==> src/rtl/request_buffer_pkg.sv <==
// Shared defaults, source encoding and width helpers for the two-channel request buffer.
package request_buffer_pkg;

    localparam int DEF_DEPTH  = 4;
    localparam int DEF_DATA_W = 8;

    typedef enum logic {
        SRC_C0 = 1'b0,
        SRC_C1 = 1'b1
    } src_e;

    function automatic int cnt_w(input int depth);
        return $clog2(depth + 1);
    endfunction

    function automatic int ptr_w(input int depth);
        return (depth > 1) ? $clog2(depth) : 1;
    endfunction

    localparam int DEF_CNT_W = cnt_w(DEF_DEPTH);
    localparam int DEF_PTR_W = ptr_w(DEF_DEPTH);

endpackage

==> src/rtl/req_fifo_channel.sv <==
// One client's request FIFO: power-of-two depth, head exposed combinationally,
// pushes on a full FIFO are dropped and flagged.
module req_fifo_channel
    import request_buffer_pkg::*;
#(
    parameter int DEPTH  = DEF_DEPTH,
    parameter int DATA_W = DEF_DATA_W
) (
    input  logic              clock,
    input  logic              reset,
    input  logic              push,
    input  logic [DATA_W-1:0] data_in,
    input  logic              pop,
    output logic [DATA_W-1:0] data_out,
    output logic              full,
    output logic              nonempty,
    output logic              drop
);

    localparam int CNT_W = cnt_w(DEPTH);
    localparam int PTR_W = ptr_w(DEPTH);
    localparam logic [CNT_W-1:0] FULL_CNT = CNT_W'(DEPTH);

    logic [DATA_W-1:0] mem [DEPTH];
    logic [PTR_W-1:0]  wr_ptr;
    logic [PTR_W-1:0]  rd_ptr;
    logic [CNT_W-1:0]  count;
    logic              do_push;
    logic              do_pop;

    // Full is judged on the registered count, so a same-edge pop never frees room for a push.
    assign full     = (count == FULL_CNT);
    assign nonempty = (count != '0);
    assign drop     = push & full;
    assign do_push  = push & ~full;
    assign do_pop   = pop & nonempty;
    assign data_out = mem[rd_ptr];

    always_ff @(posedge clock) begin
        if (reset) begin
            wr_ptr <= '0;
            rd_ptr <= '0;
            count  <= '0;
        end else begin
            if (do_push)
                wr_ptr <= wr_ptr + PTR_W'(1);
            if (do_pop)
                rd_ptr <= rd_ptr + PTR_W'(1);
            case ({do_push, do_pop})
                2'b10:   count <= count + CNT_W'(1);
                2'b01:   count <= count - CNT_W'(1);
                default: count <= count;
            endcase
        end
    end

    always_ff @(posedge clock) begin
        if (do_push)
            mem[wr_ptr] <= data_in;
    end

endmodule

==> src/rtl/request_buffer_2ch.sv <==
// Two-client request buffer feeding the arbiter: raises R0/R1 from FIFO occupancy,
// pops on a valid grant and registers the popped token with its source.
module request_buffer_2ch
    import request_buffer_pkg::*;
#(
    parameter int DEPTH  = DEF_DEPTH,
    parameter int DATA_W = DEF_DATA_W
) (
    input  logic              clock,
    input  logic              reset,
    input  logic              push0,
    input  logic [DATA_W-1:0] data0_in,
    output logic              full0,
    input  logic              push1,
    input  logic [DATA_W-1:0] data1_in,
    output logic              full1,
    output logic              R0,
    output logic              R1,
    input  logic              G0,
    input  logic              G1,
    output logic              out_valid,
    output logic [DATA_W-1:0] out_data,
    output logic              out_src,
    output logic              overflow,
    output logic              grant_err
);

    logic [DATA_W-1:0] head0;
    logic [DATA_W-1:0] head1;
    logic              drop0;
    logic              drop1;
    logic              valid_g0;
    logic              valid_g1;
    logic              bad_grant;
    src_e              src_q;

    assign valid_g0  = G0 & ~G1 & R0;
    assign valid_g1  = G1 & ~G0 & R1;
    assign bad_grant = (G0 & G1) | (G0 & ~R0) | (G1 & ~R1);
    assign out_src   = src_q;

    req_fifo_channel #(.DEPTH(DEPTH), .DATA_W(DATA_W)) u_ch0 (
        .clock    (clock),
        .reset    (reset),
        .push     (push0),
        .data_in  (data0_in),
        .pop      (valid_g0),
        .data_out (head0),
        .full     (full0),
        .nonempty (R0),
        .drop     (drop0)
    );

    req_fifo_channel #(.DEPTH(DEPTH), .DATA_W(DATA_W)) u_ch1 (
        .clock    (clock),
        .reset    (reset),
        .push     (push1),
        .data_in  (data1_in),
        .pop      (valid_g1),
        .data_out (head1),
        .full     (full1),
        .nonempty (R1),
        .drop     (drop1)
    );

    always_ff @(posedge clock) begin
        if (reset) begin
            out_valid <= 1'b0;
            out_data  <= '0;
            src_q     <= SRC_C0;
            overflow  <= 1'b0;
            grant_err <= 1'b0;
        end else begin
            out_valid <= valid_g0 | valid_g1;
            if (valid_g0) begin
                out_data <= head0;
                src_q    <= SRC_C0;
            end else if (valid_g1) begin
                out_data <= head1;
                src_q    <= SRC_C1;
            end
            if (drop0 | drop1)
                overflow <= 1'b1;
            if (bad_grant)
                grant_err <= 1'b1;
        end
    end

endmodule

==> config.mk <==
export PLATFORM = sky130hd
export DESIGN_NAME = request_buffer_2ch
export DESIGN_NICKNAME = d
export VERILOG_FILES = /design/src/rtl/request_buffer_pkg.sv /design/src/rtl/req_fifo_channel.sv /design/src/rtl/request_buffer_2ch.sv
export SDC_FILE = /design/constraint.sdc
export NUM_CORES = 1
export LEC_CHECK = 0
export CORE_ASPECT_RATIO = 1.2
export CORE_UTILIZATION = 50
export CTS_CLUSTER_SIZE = 28
export DETAILED_ROUTE_END_ITERATION = 8
export HOLD_SLACK_MARGIN = 0.03
export PLACE_DENSITY = 0.71
export SYNTH_ARGS = -nofsm -noshare
export SYNTH_HDL_FRONTEND = slang
export SYNTH_SLANG_ARGS = --single-unit
export TNS_END_PERCENT = 20
==> constraint.sdc <==
create_clock -name clock -period 2.01 [get_ports clock]
set_input_delay 0.402 -clock clock [delete_from_list [all_inputs] [get_ports clock]]
set_output_delay 0.402 -clock clock [all_outputs]
set_load 0.05 [all_outputs]
==> out/metrics.cfg <==
[logic_synthesis]
synth_top_area_share_pct = 49.04
synth_edf_count = 64
synth_top_area_cell = edfxtp_1
synth_flop_cell = edfxtp_1
synth_most_common_cell = edfxtp_1
ys_top_cells_by_area = edfxtp_1, dfxtp_1, mux4_2, mux4_1, ha_1
syn_area_um2 = 3919
yosysWarnings = 0
async_reset_ff_share_pct = 0
synthCells = 264
synth-seq-cells = 94
ys_seq_area_share_pct = 64.37
syn_area_per_cell_um2 = 14.84
syn_nets = 298
synth.distinct_cells = 44
synth_common_cells = edfxtp_1, dfxtp_1, inv_1, a21oi_1, nor3_1

[pwr]
swShare_pct = 32.77
p_seq_share_pct = 47.4
peakVddDrop_mv = 0.7049
power.switching_uw = 1605
p_leak_uw = 0.001790
internal_power_uw = 3292
combPwrFrac_pct = 28.3
clkPwrFrac_pct = 24.3
p_per_area_nw_per_um2 = 995.0

[layout]
nets = 372
area_growth_syn_to_layout_pct = 25.57
layout.cells.non_filler = 435
num_antenna_cells = 0
layout-drive-gt1-share_pct = 29.74
fillers = 586

[global_route]
antenna_found_initial = 0
grt.total_usage_pct = 20.54
gr-total-overflow = 0
grt_pass1_wl_mm = 12.70
grt_pass1_vias = 2524
grt_max_degree = 29

[critical_path]
cp_max_fo = 2
cp.required_ns = 2.31
end_kind = flip-flop
r2r_cells = 10
crit_arrival_ns = 2.43
rrSetupSlack_ns = -0.12
r2r-start = u_ch0.count[1]
critical_path.startpoint = u_ch0.count[1]
criticalPathCategory = flip-flop to flip-flop
startpoint_type = flip-flop
reg2reg_to = u_ch0.count[2]
critPathCapture = u_ch0.count[2]

[sta]
finalSetupViolations = 3
post-route-period-util_pct = 105.8
finalWorstSetupSlack_ns = -0.1173
final_max_slew_viol_count = 0
skew_ns = 0.01183
worst_pin_slew_ns = 0.5122
hold_violations = 0
timing.slew.headroom_pct = 65.80
fmaxAchievable_ghz = 0.4701
rsz0062_at_grt = yes
hold_ws_ns = 0.4607
finalCriticalPeriod_ns = 2.127

[drt]
routed_wl_mm = 7.717
antenna_left = 0
drtIter0Drc = 210
wl_per_cell_um = 17.74
drc = 0
num_vias = 2490
avgViaCountPerCell = 5.724
dr.pass1.iters = 5

[clock_tree]
cts_sinks = 94
numCtsBuffers = 9
clk_latency_ns = 0.36
cts_tree = yes
cts_root_buffer = clkbuf_8
clockBufferDepth = 2
htreeDepth = 3
path_clk_slew_ns = 0.10
ctsHoldBuffers = 0

[placement]
dpl_worst_slack_ns = -0.5245
dp_cells = 417
gp_congestion = 0.7828
dp_hpwl_mm = 5.417
portBuffers = 37

[floorplan]
core-area_um2 = 7620
die-area_um2 = 8197
die_w_um = 82.82
row_count = 35
die_h_um = 98.98
initial_utilization_pct = 51.43
io-pin-count = 38

[run_status]
status = complete, but fails checks
violations = setup timing

[run]
cap_viol_max_count = 0

[hold_path]
hold_class = input pin to flip-flop

==> logic make-up after synthesis <==
logic type | share of synthesized area (%)
xor gates and xnor gates | 0.8939
buffers and inverters | 5.204
muxes | 9.866
DFF | 64.37
AOI/OAI and AO/OA | 6.833
and+or+nand+nor | 8.621
adders and majority gates | 4.215
==> worst max-delay path, stage by stage (launching register included) <==
cell      delay [ns]
dfxtp_2         0.33
or3b_4          0.44
clkinv_8        0.06
nor2_4          0.03
inv_2           0.07
ha_4            0.13
inv_2           0.03
fa_2            0.34
xor2_2          0.16
or3_4           0.36
a21oi_2         0.11
==> state kept, by name, indices dropped and copies added (netlist names), named ones only <==
signal        cells
u_ch0.mem        32
grant_err         1
u_ch0.rd_ptr      2
u_ch0.wr_ptr      2
u_ch1.count       3
u_ch1.rd_ptr      2
u_ch0.count       3
out_src           1
overflow          1
u_ch1.wr_ptr      2
out_valid         1
u_ch1.mem        32
out_data          8
==> placed cells by master, fill, tap and decap left out, drive strengths merged <==
| cell | n |
|---|---|
| clkinvlp | 2 |
| and2b | 1 |
| inv | 24 |
| dlymetal6s2s | 3 |
| mux4 | 16 |
| buf | 45 |
| xor2 | 4 |
| clkinv | 4 |
| nor4 | 4 |
| or3 | 2 |
| ha | 10 |
| o221ai | 1 |
| o22ai | 1 |
| nor4b | 1 |
| or4 | 2 |
| nand2 | 2 |
| and3 | 8 |
| fa | 2 |
| clkbuf | 9 |
| clkdlybuf4s50 | 30 |
| nor2 | 9 |
| edfxtp | 64 |
| nor2b | 1 |
| a311oi | 3 |
| o31ai | 2 |
| nand3 | 11 |
| o21ai | 11 |
| or3b | 2 |
| dfxtp | 30 |
| nand2b | 2 |
| a221oi | 5 |
| a21oi | 17 |
| nor3 | 14 |
| a31oi | 1 |
==> layout make-up <==
cell class	count	area (µm²)	area share, %
repair buffers	78	733.2	14.90
multi-input cells	132	1244	25.27
inverters	23	106.4	2.161
clock buffers	9	123.9	2.517
well taps	92	115.1	2.339
flip-flops and latches	94	2530	51.41
clock inverters	7	68.82	1.398
==> repair_timing <==
action / in CTS / in global routing
setup endpoints to repair: 4 / 6
hold endpoints to repair: 0 / 0
pin swaps: 6 / 3
setup buffers: 1 / 1
gates resized for setup: 9 / 10
==> per-stage QoR <==
step	utilization, %	cell area (µm²)	setup TNS, ns	total power (µW)
detailed placement	61.10	4656	-1.768	3715
finish	64.58	4921	-0.2192	4896
global placement	61.10	4656	-1.397	3672
global route	64.58	4921	-0.4811	5121
CTS	64.06	4881	-0.2465	4910
floorplan	-	3945	-0.4353	3201
==> worst min-delay path by stage <==
stage	startpoint	to	slack, ns	cells after the start
after global routing	G0	grant_err	0.46	3
after floorplan	u_ch1.rd_ptr[1]	flip-flop	0.45	2
after detailed placement	grant_err	grant_err	0.47	2
after global placement	grant_err	grant_err	0.43	2
final	G0	grant_err	0.46	3
after CTS	grant_err	grant_err	0.48	2
==> layer usage <==
metal	global-route usage [%]	up-vias	part of all wire, %
li1	-	1158	-
met1	25.16	1227	40
met2	34.43	93	53
met3	5.946	12	5.7
met4	8.223	0	1.6
met5	0	-	0
==> power groups by stage <==
stage	Combinational, µW	Sequential, µW	Clock [µW]
finish	1380	2320	1190
global route	1480	2340	1300
CTS	1370	2320	1220
detailed placement	1350	2360	0
global placement	1320	2360	0
floorplan	684	2520	0
Note: power is estimated with default switching activity, not from simulation.
